### src/rtl/bcd_display_scanner.sv
// Latches a multi-digit BCD sum with its carry-out and scans it onto a
// common-anode 7-segment display: guard blanking, zero suppression, bad-digit flag.
module bcd_display_scanner #(
    parameter int DIGITS   = 4,
    parameter int PRESCALE = 50000,
    parameter int GUARD    = 2
) (
    input  logic                  clk,
    input  logic                  rst_n,
    input  logic                  load,
    input  logic [4*DIGITS-1:0]   bcd_in,
    input  logic                  carry_in,
    input  logic                  blank_lz,
    output logic                  load_ack,
    output logic [DIGITS-1:0]     an,
    output logic [6:0]            seg,
    output logic                  dp,
    output logic                  err
);

    localparam int CW = $clog2(PRESCALE);
    localparam int IW = $clog2(DIGITS);
    localparam logic [CW-1:0] LAST_CNT = CW'(PRESCALE - 1);
    localparam logic [CW-1:0] GUARD_C  = CW'(GUARD);
    localparam logic [IW-1:0] LAST_IDX = IW'(DIGITS - 1);

    logic [CW-1:0]         cnt_q, cnt_d;
    logic [IW-1:0]         idx_q, idx_d;
    logic [4*DIGITS-1:0]   disp_q, disp_d;
    logic                  carry_q, carry_d;
    logic                  load_ack_q, load_ack_d;
    logic                  err_q, err_d;
    logic [DIGITS-1:0]     an_q, an_d;
    logic [6:0]            seg_q, seg_d;
    logic                  dp_q, dp_d;

    logic [3:0]            digit [DIGITS];
    logic [3:0]            next_digit [DIGITS];
    logic [DIGITS-1:0]     zero_from;
    logic [3:0]            cur_digit;
    logic                  blanked;
    logic                  carry_on;

    genvar gi;
    generate
        for (gi = 0; gi < DIGITS; gi++) begin : g_unpack
            assign digit[gi]      = disp_q[4*gi +: 4];
            assign next_digit[gi] = disp_d[4*gi +: 4];
        end
    endgenerate

    function automatic logic [6:0] seg_decode(input logic [3:0] d);
        case (d)
            4'd0:    seg_decode = 7'h40;
            4'd1:    seg_decode = 7'h79;
            4'd2:    seg_decode = 7'h24;
            4'd3:    seg_decode = 7'h30;
            4'd4:    seg_decode = 7'h19;
            4'd5:    seg_decode = 7'h12;
            4'd6:    seg_decode = 7'h02;
            4'd7:    seg_decode = 7'h78;
            4'd8:    seg_decode = 7'h00;
            4'd9:    seg_decode = 7'h10;
            default: seg_decode = 7'h3F;
        endcase
    endfunction

    // zero_from[i]: every latched digit from i up to the most significant is zero
    always_comb begin
        logic run;
        run       = 1'b1;
        zero_from = '0;
        for (int i = DIGITS - 1; i >= 0; i--) begin
            run          = run && (digit[i] == 4'd0);
            zero_from[i] = run;
        end
    end

    always_comb begin
        cnt_d = cnt_q + 1'b1;
        idx_d = idx_q;
        if (cnt_q == LAST_CNT) begin
            cnt_d = '0;
            idx_d = (idx_q == LAST_IDX) ? '0 : idx_q + 1'b1;
        end

        disp_d     = load ? bcd_in : disp_q;
        carry_d    = load ? carry_in : carry_q;
        load_ack_d = load;

        // Computed from the incoming value so err moves together with load_ack
        err_d = 1'b0;
        for (int i = 0; i < DIGITS; i++) begin
            if (next_digit[i] > 4'd9) err_d = 1'b1;
        end
    end

    always_comb begin
        cur_digit = digit[idx_q];
        blanked   = blank_lz && (idx_q != '0) && zero_from[idx_q];
        carry_on  = carry_q && (idx_q == LAST_IDX);
        an_d      = '1;
        seg_d     = 7'h7F;
        dp_d      = 1'b1;
        if (cnt_q >= GUARD_C) begin
            if (!blanked) begin
                an_d[idx_q] = 1'b0;
                seg_d       = seg_decode(cur_digit);
            end
            // Carry lights the top anode with dp even when its digit is suppressed
            if (carry_on) begin
                an_d[idx_q] = 1'b0;
                dp_d        = 1'b0;
            end
        end
    end

    always_ff @(posedge clk or negedge rst_n) begin
        if (!rst_n) begin
            cnt_q      <= '0;
            idx_q      <= '0;
            disp_q     <= '0;
            carry_q    <= 1'b0;
            load_ack_q <= 1'b0;
            err_q      <= 1'b0;
            an_q       <= '1;
            seg_q      <= 7'h7F;
            dp_q       <= 1'b1;
        end else begin
            cnt_q      <= cnt_d;
            idx_q      <= idx_d;
            disp_q     <= disp_d;
            carry_q    <= carry_d;
            load_ack_q <= load_ack_d;
            err_q      <= err_d;
            an_q       <= an_d;
            seg_q      <= seg_d;
            dp_q       <= dp_d;
        end
    end

    assign load_ack = load_ack_q;
    assign err      = err_q;
    assign an       = an_q;
    assign seg      = seg_q;
    assign dp       = dp_q;

endmodule

### config.mk
export PLATFORM = sky130hd
export DESIGN_NAME = bcd_display_scanner
export DESIGN_NICKNAME = d
export VERILOG_FILES = /design/src/rtl/bcd_display_scanner.sv
export SDC_FILE = /design/constraint.sdc
export NUM_CORES = 1
export LEC_CHECK = 0
export ABC_AREA = 1
export CAP_MARGIN = 15
export CORE_MARGIN = 3
export CORE_UTILIZATION = 40
export DETAILED_ROUTE_END_ITERATION = 16
export PLACE_DENSITY_LB_ADDON = 0.08
export SETUP_SLACK_MARGIN = 0.1
export SLEW_MARGIN = 20
export SYNTH_ARGS = -nofsm -noshare
export SYNTH_HDL_FRONTEND = slang
export SYNTH_SLANG_ARGS = --single-unit
export TNS_END_PERCENT = 10
### constraint.sdc
create_clock -name clk -period 2.7 [get_ports clk]
set_input_delay 0.54 -clock clk [delete_from_list [all_inputs] [get_ports clk]]
set_output_delay 0.54 -clock clk [all_outputs]
set_load 0.05 [all_outputs]
==> impl_metrics.csv, run 1 <==
group,metric,value,unit
outcome,outcome,"completed",
yosys,ys_seq_area_share,48.0,%
power,p_seq_share,53.1,%
power,p_sw_share,27.9,%
timing,rsz0062_at_grt,"no",
power,totalPowerFinal,1.52,mW
critical_path,crit_family,"buffers and inverters",
floorplanning,io_pins,35,
yosys,postSynth.asyncResetShare,100,%
timing,setup_viol,0,
critical_path,worstRegToRegCells,10,
timing,setup-tns-final,0,ns
global_routing,grt_pass1_wl,9190,microns
global_routing,grt_usage,15.4,%
yosys,synth-edff-count,0,
timing,finalHoldViolCount,0,
critical_path,cp.arrival,1.61,ns
global_routing,antenna_found_initial,0,
yosys,synthSimpleGateAreaFrac,29.0,%
timing,tightest_slew,0.713,ns
detailed_routing,drt_wl_total,5140,microns
clock_network,cts_resized,0,
job,drv_cap,0,
clock_network,path_clk_slew,0.09,ns
clock_network,insertion_delay,0.30,ns
critical_path,worstPathRequired,2.16,ns
yosys,yosysMostFrequentCell,"nand2_1",
floorplanning,dieArea,7460,sq um
clock_network,ctsHoldBuffers,0,
floorplanning,die-width,86.4,microns
critical_path,critical_path_buf_inv_count,1,
global_routing,overflow,0,
clock_network,numCtsBuffers,5,
clock_network,root_buffer,"clkbuf_8",
detailed_routing,remaining_drc_errors,0,
min_path,hold_path.class,"in2async",
global_routing,grt_util_met1,22.4,%
yosys,synth_xor_area_share,2.37,%
yosys,yosys-top-cells-count,"64 x nand2_1, 39 x inv_1, 37 x dfrtp_1",
yosys,synthMuxAreaShare,0.436,%
yosys,syn_area,2580,sq um
global_routing,grt_pass1_vias,1975,
global_routing,global_route.usage.met2,23.1,%
yosys,synthCells,308,
timing,fmax,465,MHz
floorplanning,die_h,86.4,microns
power,max-vdd-ir-drop,0.000275,V
critical_path,path_cells,"clkdlybuf4s50_1",
clock_network,ctsHtreeMaxLevel,2,
yosys,syn_nets,342,
detailed_routing,drtIter0Drc,82,
power,power.internal,1.10,mW
placement,io_buffers,34,
critical_path,endpoint_kind,"primary output",
final_layout,area_growth,20.0,%
timing,fin_crit_sh,79.6,%
power,pwr_density_cell,492,nW/um^2
clock_network,cts_tree,"done",
yosys,synth_compound_area_share,5.91,%
critical_path,max_stage_delay,0.79,ns
detailed_routing,via_per_inst,4.76,
yosys,avgSynthCellArea,8.39,sq um
clock_network,cts.sinks,49,
yosys,yosysTopAreaCellShare,35.8,%
timing,slew_headroom,52.3,%
timing,skew,0.00970,ns
placement,gp_congestion,0.822,
critical_path,startpoint_type,"flop",
timing,slew_viol_final,0,
detailed_routing,firstDrtPassIters,4,
floorplanning,start_util,42.4,%
floorplanning,fp-row-count,28,
global_routing,top_usage_layer,"met2",
clock_network,clockBufferDepth,2,
clock_network,cts_setup_buffers,0,
yosys,yosysTopAreaCell,"dfrtp_1",
final_layout,drive_gt1_share,14.1,%
global_routing,grt_max_degree,26,
critical_path,critical_path_depth,1,
yosys,yosys.cell_types.count,30,
power,switching_power,0.425,mW
power,p_comb_share,17.8,%
final_layout,fin_nets,380,
power,clkPwrFrac,29.1,%
global_routing,use_met3,2.85,%
yosys,synthAdderAreaFrac,6.30,%
yosys,synth_top_family_by_area,"simple AND/OR/NAND/NOR gates",
final_layout,nFillCells,620,
yosys,ys_ff_latch,49,
critical_path,slowest_stage,"clkdlybuf4s50_1",
critical_path,criticalPathCategory,"reg2out",
critical_path,critPathMaxFanout,1,
power,leakagePower,1.49,nW
placement,dpl.hpwl,3900,microns
final_layout,diodes,0,
yosys,dominantRegCellSynth,"dfrtp_1",
detailed_routing,vias,2009,
timing,period_minus_slack,2.15,ns
yosys,ys_warn_count,0,
detailed_routing,drtAntennaViolNets,0,
floorplanning,core,6100,sq um
yosys,synth_area_leaders,"dfrtp_1 36%, dfstp_2 12%, nand2_1 9.3%",
detailed_routing,post_drt_wl_per_cell,12.2,microns
[logic make-up (layout without fill, tap and decap cells)]
kind of cell               Yosys count  after routing
AOI/OAI and AO/OA                   29             29
xor gates and xnor gates             7              7
DFF                                 49             49
buffers and inverters               50             89
adders and majority gates           13             13
and+or+nand+nor                    159            159
muxes                                1              1
[worst register-to-register path: cells and delay by family, from the launching register on]
family,cells,cell delay [ns]
buffers and inverters,2,0.29
DFF,1,0.63
adders and majority gates,1,0.21
and+or+nand+nor,7,0.74
[layer usage]
| layer | wire length (microns) | up-vias | share of wire [%] |
|---|---|---|---|
| li1 | - | 1050 | - |
| met1 | 2740 | 910 | 53 |
| met2 | 2150 | 42 | 42 |
| met3 | 184 | 7 | 3.6 |
| met4 | 64 | 0 | 1.2 |
| met5 | 0 | - | 0 |
[cell usage in the layout (no fill, tap or decap), types with 5 or more instances in the layout]
cell / instances
clkdlybuf4s50_1: 33
o21ai_0: 21
ha_1: 13
nor2_1: 29
dfstp_2: 12
clkbuf_8: 6
dfrtp_1: 37
nand4_1: 8
nor2_2: 5
xor2_1: 5
inv_1: 39
nand3_1: 31
nand2_1: 64
nand2_2: 9
[path summary, 6_finish.rpt]
kind	startpoint	endpoint	slack [ns]
worst max-delay path	an[2]$_DFF_PN1_	an[2]	0.55
worst min register to register	carry_q$_DFFE_PN0P_	dp$_DFF_PN1_	0.48
max in group asynchronous	rst_n	seg[6]$_DFF_PN1_	1.85
min in group clk	carry_q$_DFFE_PN0P_	dp$_DFF_PN1_	0.48
worst min-delay path	rst_n	cnt_q[7]$_DFF_PN0_	0.23
worst max register to register	idx_q[0]$_DFFE_PN0N_	seg[4]$_DFF_PN1_	0.78
[flip-flops by register name, summed over array words and instances (netlist names)]
signal / count
cnt_q: 16
seg: 7
dp: 1
err: 1
idx_q: 2
carry_q: 1
disp_q: 16
load_ack: 1
an: 4
[power groups by stage]
| stage | Sequential (mW) | Clock, mW | Combinational [mW] |
|---|---|---|---|
| after floorplan | 0.893 | 0 | 0.0936 |
| after global placement | 0.823 | 0 | 0.272 |
| after detailed placement | 0.824 | 0 | 0.273 |
| after CTS | 0.810 | 0.464 | 0.274 |
| after global routing | 0.816 | 0.497 | 0.302 |
| final | 0.809 | 0.444 | 0.271 |
[cell type report]
cell class	instances	area [sq um]	area share [%]
clock buffers	8	90.1	2.91
inverters	44	166	5.37
multi-input cells	209	1140	36.7
flip-flops and latches	49	1240	40.0
well taps	75	93.8	3.03
repair buffers	37	370	11.9
[metrics by stage]
stage                     area [sq um]  std cells  setup WS (ns)  util (%)  hold slack [ns]
final                             3100        422          0.551      50.8            0.235
after global routing              3100        422          0.500      50.8            0.280
after CTS                         3100        422          0.533      50.8            0.249
after detailed placement          3010        414          0.332      49.4            0.464
after global placement            3010        414          0.478      49.4            0.468
after floorplan                   2580        308           1.21         -            0.244
Power figures use the tool's default switching activity.
==> run 2, diff against run 1 <==
clock period = 1.8 ns   (was 2.7 ns; I/O delays follow)
==> impl_metrics.csv, run 2 (synthesis results as in run 1) <==
group,metric,value,unit
critical_path,endpoint_kind,"flop",
clock_network,path_clk_slew,0.09,ns
critical_path,cpMostUsedCell,"nand2_1",
power,p_sw_share,28.5,%
critical_path,startpoint_type,"flop",
power,clkPwrFrac,29.5,%
final_layout,area_growth,21.3,%
global_routing,grt_pass1_wl,9200,microns
placement,dp_slack,0.0953,ns
final_layout,nFillCells,636,
timing,fin_crit_sh,87.4,%
clock_network,cts_tree,"done",
final_layout,diodes,0,
power,pwr_density_cell,733,nW/um^2
final_layout,final_common_cell,"nand2_1",
timing,period_minus_slack,1.57,ns
floorplanning,dieArea,7460,sq um
critical_path,criticalPathCategory,"reg2reg",
power,p_seq_share,52.9,%
detailed_routing,via_per_inst,4.72,
floorplanning,core,6100,sq um
critical_path,rrSetupSlack,0.23,ns
critical_path,slowest_stage,"dfrtp_2",
floorplanning,die_h,86.4,microns
floorplanning,fp-row-count,28,
clock_network,cts.sinks,49,
job,drv_cap,0,
timing,slew_viol_final,0,
timing,tightest_slew,0.412,ns
power,switching_power,0.654,mW
placement,gp_congestion,0.823,
detailed_routing,top_layer,"met4",
detailed_routing,post_drt_wl_per_cell,12.1,microns
critical_path,worstPathRequired,2.05,ns
detailed_routing,vias,2019,
placement,placedInstanceArea,2990,sq um
detailed_routing,drtAntennaViolNets,0,
outcome,outcome,"completed",
clock_network,insertion_delay,0.30,ns
critical_path,critical_path_buf_inv_count,2,
final_layout,fin_nets,386,
floorplanning,die-width,86.4,microns
timing,setup_viol,0,
timing,rsz0062_at_grt,"yes",
final_layout,final_cell_mix,"62 x nand2_1, 38 x inv_1, 35 x dfrtp_1, 31 x nand3_1, 29 x nor2_1",
detailed_routing,remaining_drc_errors,0,
global_routing,grt_pass1_vias,1943,
floorplanning,start_util,42.4,%
power,max-vdd-ir-drop,0.000380,V
final_layout,drive_gt1_share,21.2,%
critical_path,cp.arrival,1.82,ns
power,totalPowerFinal,2.30,mW
critical_path,max_stage_delay,0.47,ns
power,p_comb_share,17.6,%
timing,slew_headroom,72.5,%
timing,finalHoldViolCount,0,
global_routing,grt_max_degree,33,
final_layout,finalInstanceArea,3130,sq um
clock_network,root_buffer,"clkbuf_8",
placement,dpl.hpwl,4070,microns
timing,setup_ws,0.227,ns
timing,fmax,636,MHz
global_routing,grt_usage,15.7,%
floorplanning,io_pins,35,
detailed_routing,drt_wl_total,5170,microns
min_path,hold_path.class,"reg2reg",
power,leakagePower,1.53,nW
timing,setup-tns-final,0,ns
detailed_routing,drtIter0Drc,104,
placement,io_buffers,34,
detailed_routing,route.met3.wl,240,microns
global_routing,overflow,0,
critical_path,crit_family,"simple AND/OR/NAND/NOR gates",
detailed_routing,firstDrtPassIters,4,
clock_network,ctsHtreeMaxLevel,2,
clock_network,numCtsBuffers,5,
power,power.internal,1.64,mW
detailed_routing,drt-met1-wl,2700,microns
critical_path,path_cells,"buf_6 > nand2_1 > nand3_1 > nand2_2 > inv_2 > ha_1 > nand3b_1 > nand3_1 > nand2_1 > nand2_1",
critical_path,critPathMaxFanout,9,
timing,skew,0.00718,ns
global_routing,antenna_found_initial,0,
clock_network,clockBufferDepth,2,
detailed_routing,met2_length,2160,microns
final_layout,final_util,51.4,%
-- run 2: stage by stage --
step | hold WS (ns) | std cells
3_5_place_dp | 0.325 | 416
5_1_grt | 0.496 | 428
2_1_floorplan | 0.0644 | 308
6_report | 0.467 | 428
3_3_place_gp | 0.318 | 416
4_1_cts | 0.482 | 425
-- run 2: layer usage --
| metal | GRT usage [%] | vias to the layer above |
|---|---|---|
| met4 | 5.67 | 0 |
| met1 | 22.9 | 905 |
| met5 | 0 | - |
| met2 | 22.4 | 41 |
| li1 | - | 1068 |
| met3 | 3.90 | 5 |
-- run 2: layout make-up --
class | count | area, sq um | share of cell area (%)
inverter | 44 | 171 | 5.47
sequential | 49 | 1240 | 39.7
clock buffer | 6 | 82.6 | 2.63
multi-input combinational | 209 | 1140 | 36.4
clock inverter | 2 | 13.8 | 0.439
tap | 75 | 93.8 | 2.99
timing repair buffer | 43 | 387 | 12.3
-- run 2: path summary, 6_finish.rpt --
kind / from / end / cells past startpoint
setup / recovery: idx_q[0]$_DFFE_PN0N_ / seg[4]$_DFF_PN1_ / 10
hold / removal: carry_q$_DFFE_PN0P_ / dp$_DFF_PN1_ / 1
setup reg to reg: idx_q[0]$_DFFE_PN0N_ / seg[4]$_DFF_PN1_ / 10
hold reg to reg: carry_q$_DFFE_PN0P_ / dp$_DFF_PN1_ / 1
max in group asynchronous: rst_n / idx_q[0]$_DFFE_PN0N_ / 3
min in group asynchronous: rst_n / disp_q[0]$_DFF_PN0_ / 2
-- run 2: power groups by stage --
stage / combinational, mW / clock, mW / sequential (mW)
6_report: 0.405 / 0.678 / 1.21
5_1_grt: 0.449 / 0.763 / 1.22
4_1_cts: 0.404 / 0.708 / 1.22
3_5_place_dp: 0.402 / 0 / 1.24
3_3_place_gp: 0.400 / 0 / 1.24
2_1_floorplan: 0.140 / 0 / 1.34
-- run 2: repair_timing --
| action | 4_1_cts | 5_1_grt |
|---|---|---|
| setup buffers | 0 | 3 |
| gates resized for setup | 0 | 8 |
| hold buffers | 1 | 0 |
| endpoints found under the setup margin | 0 | 9 |
| endpoints found under the hold margin | 5 | 0 |
==> run 3, diff against run 2 <==
ABC_CLOCK_PERIOD_IN_PS = 1800   (was default)
==> results of run 3 <==
The final DEF is identical to that of run 2; final timing and power are the same.
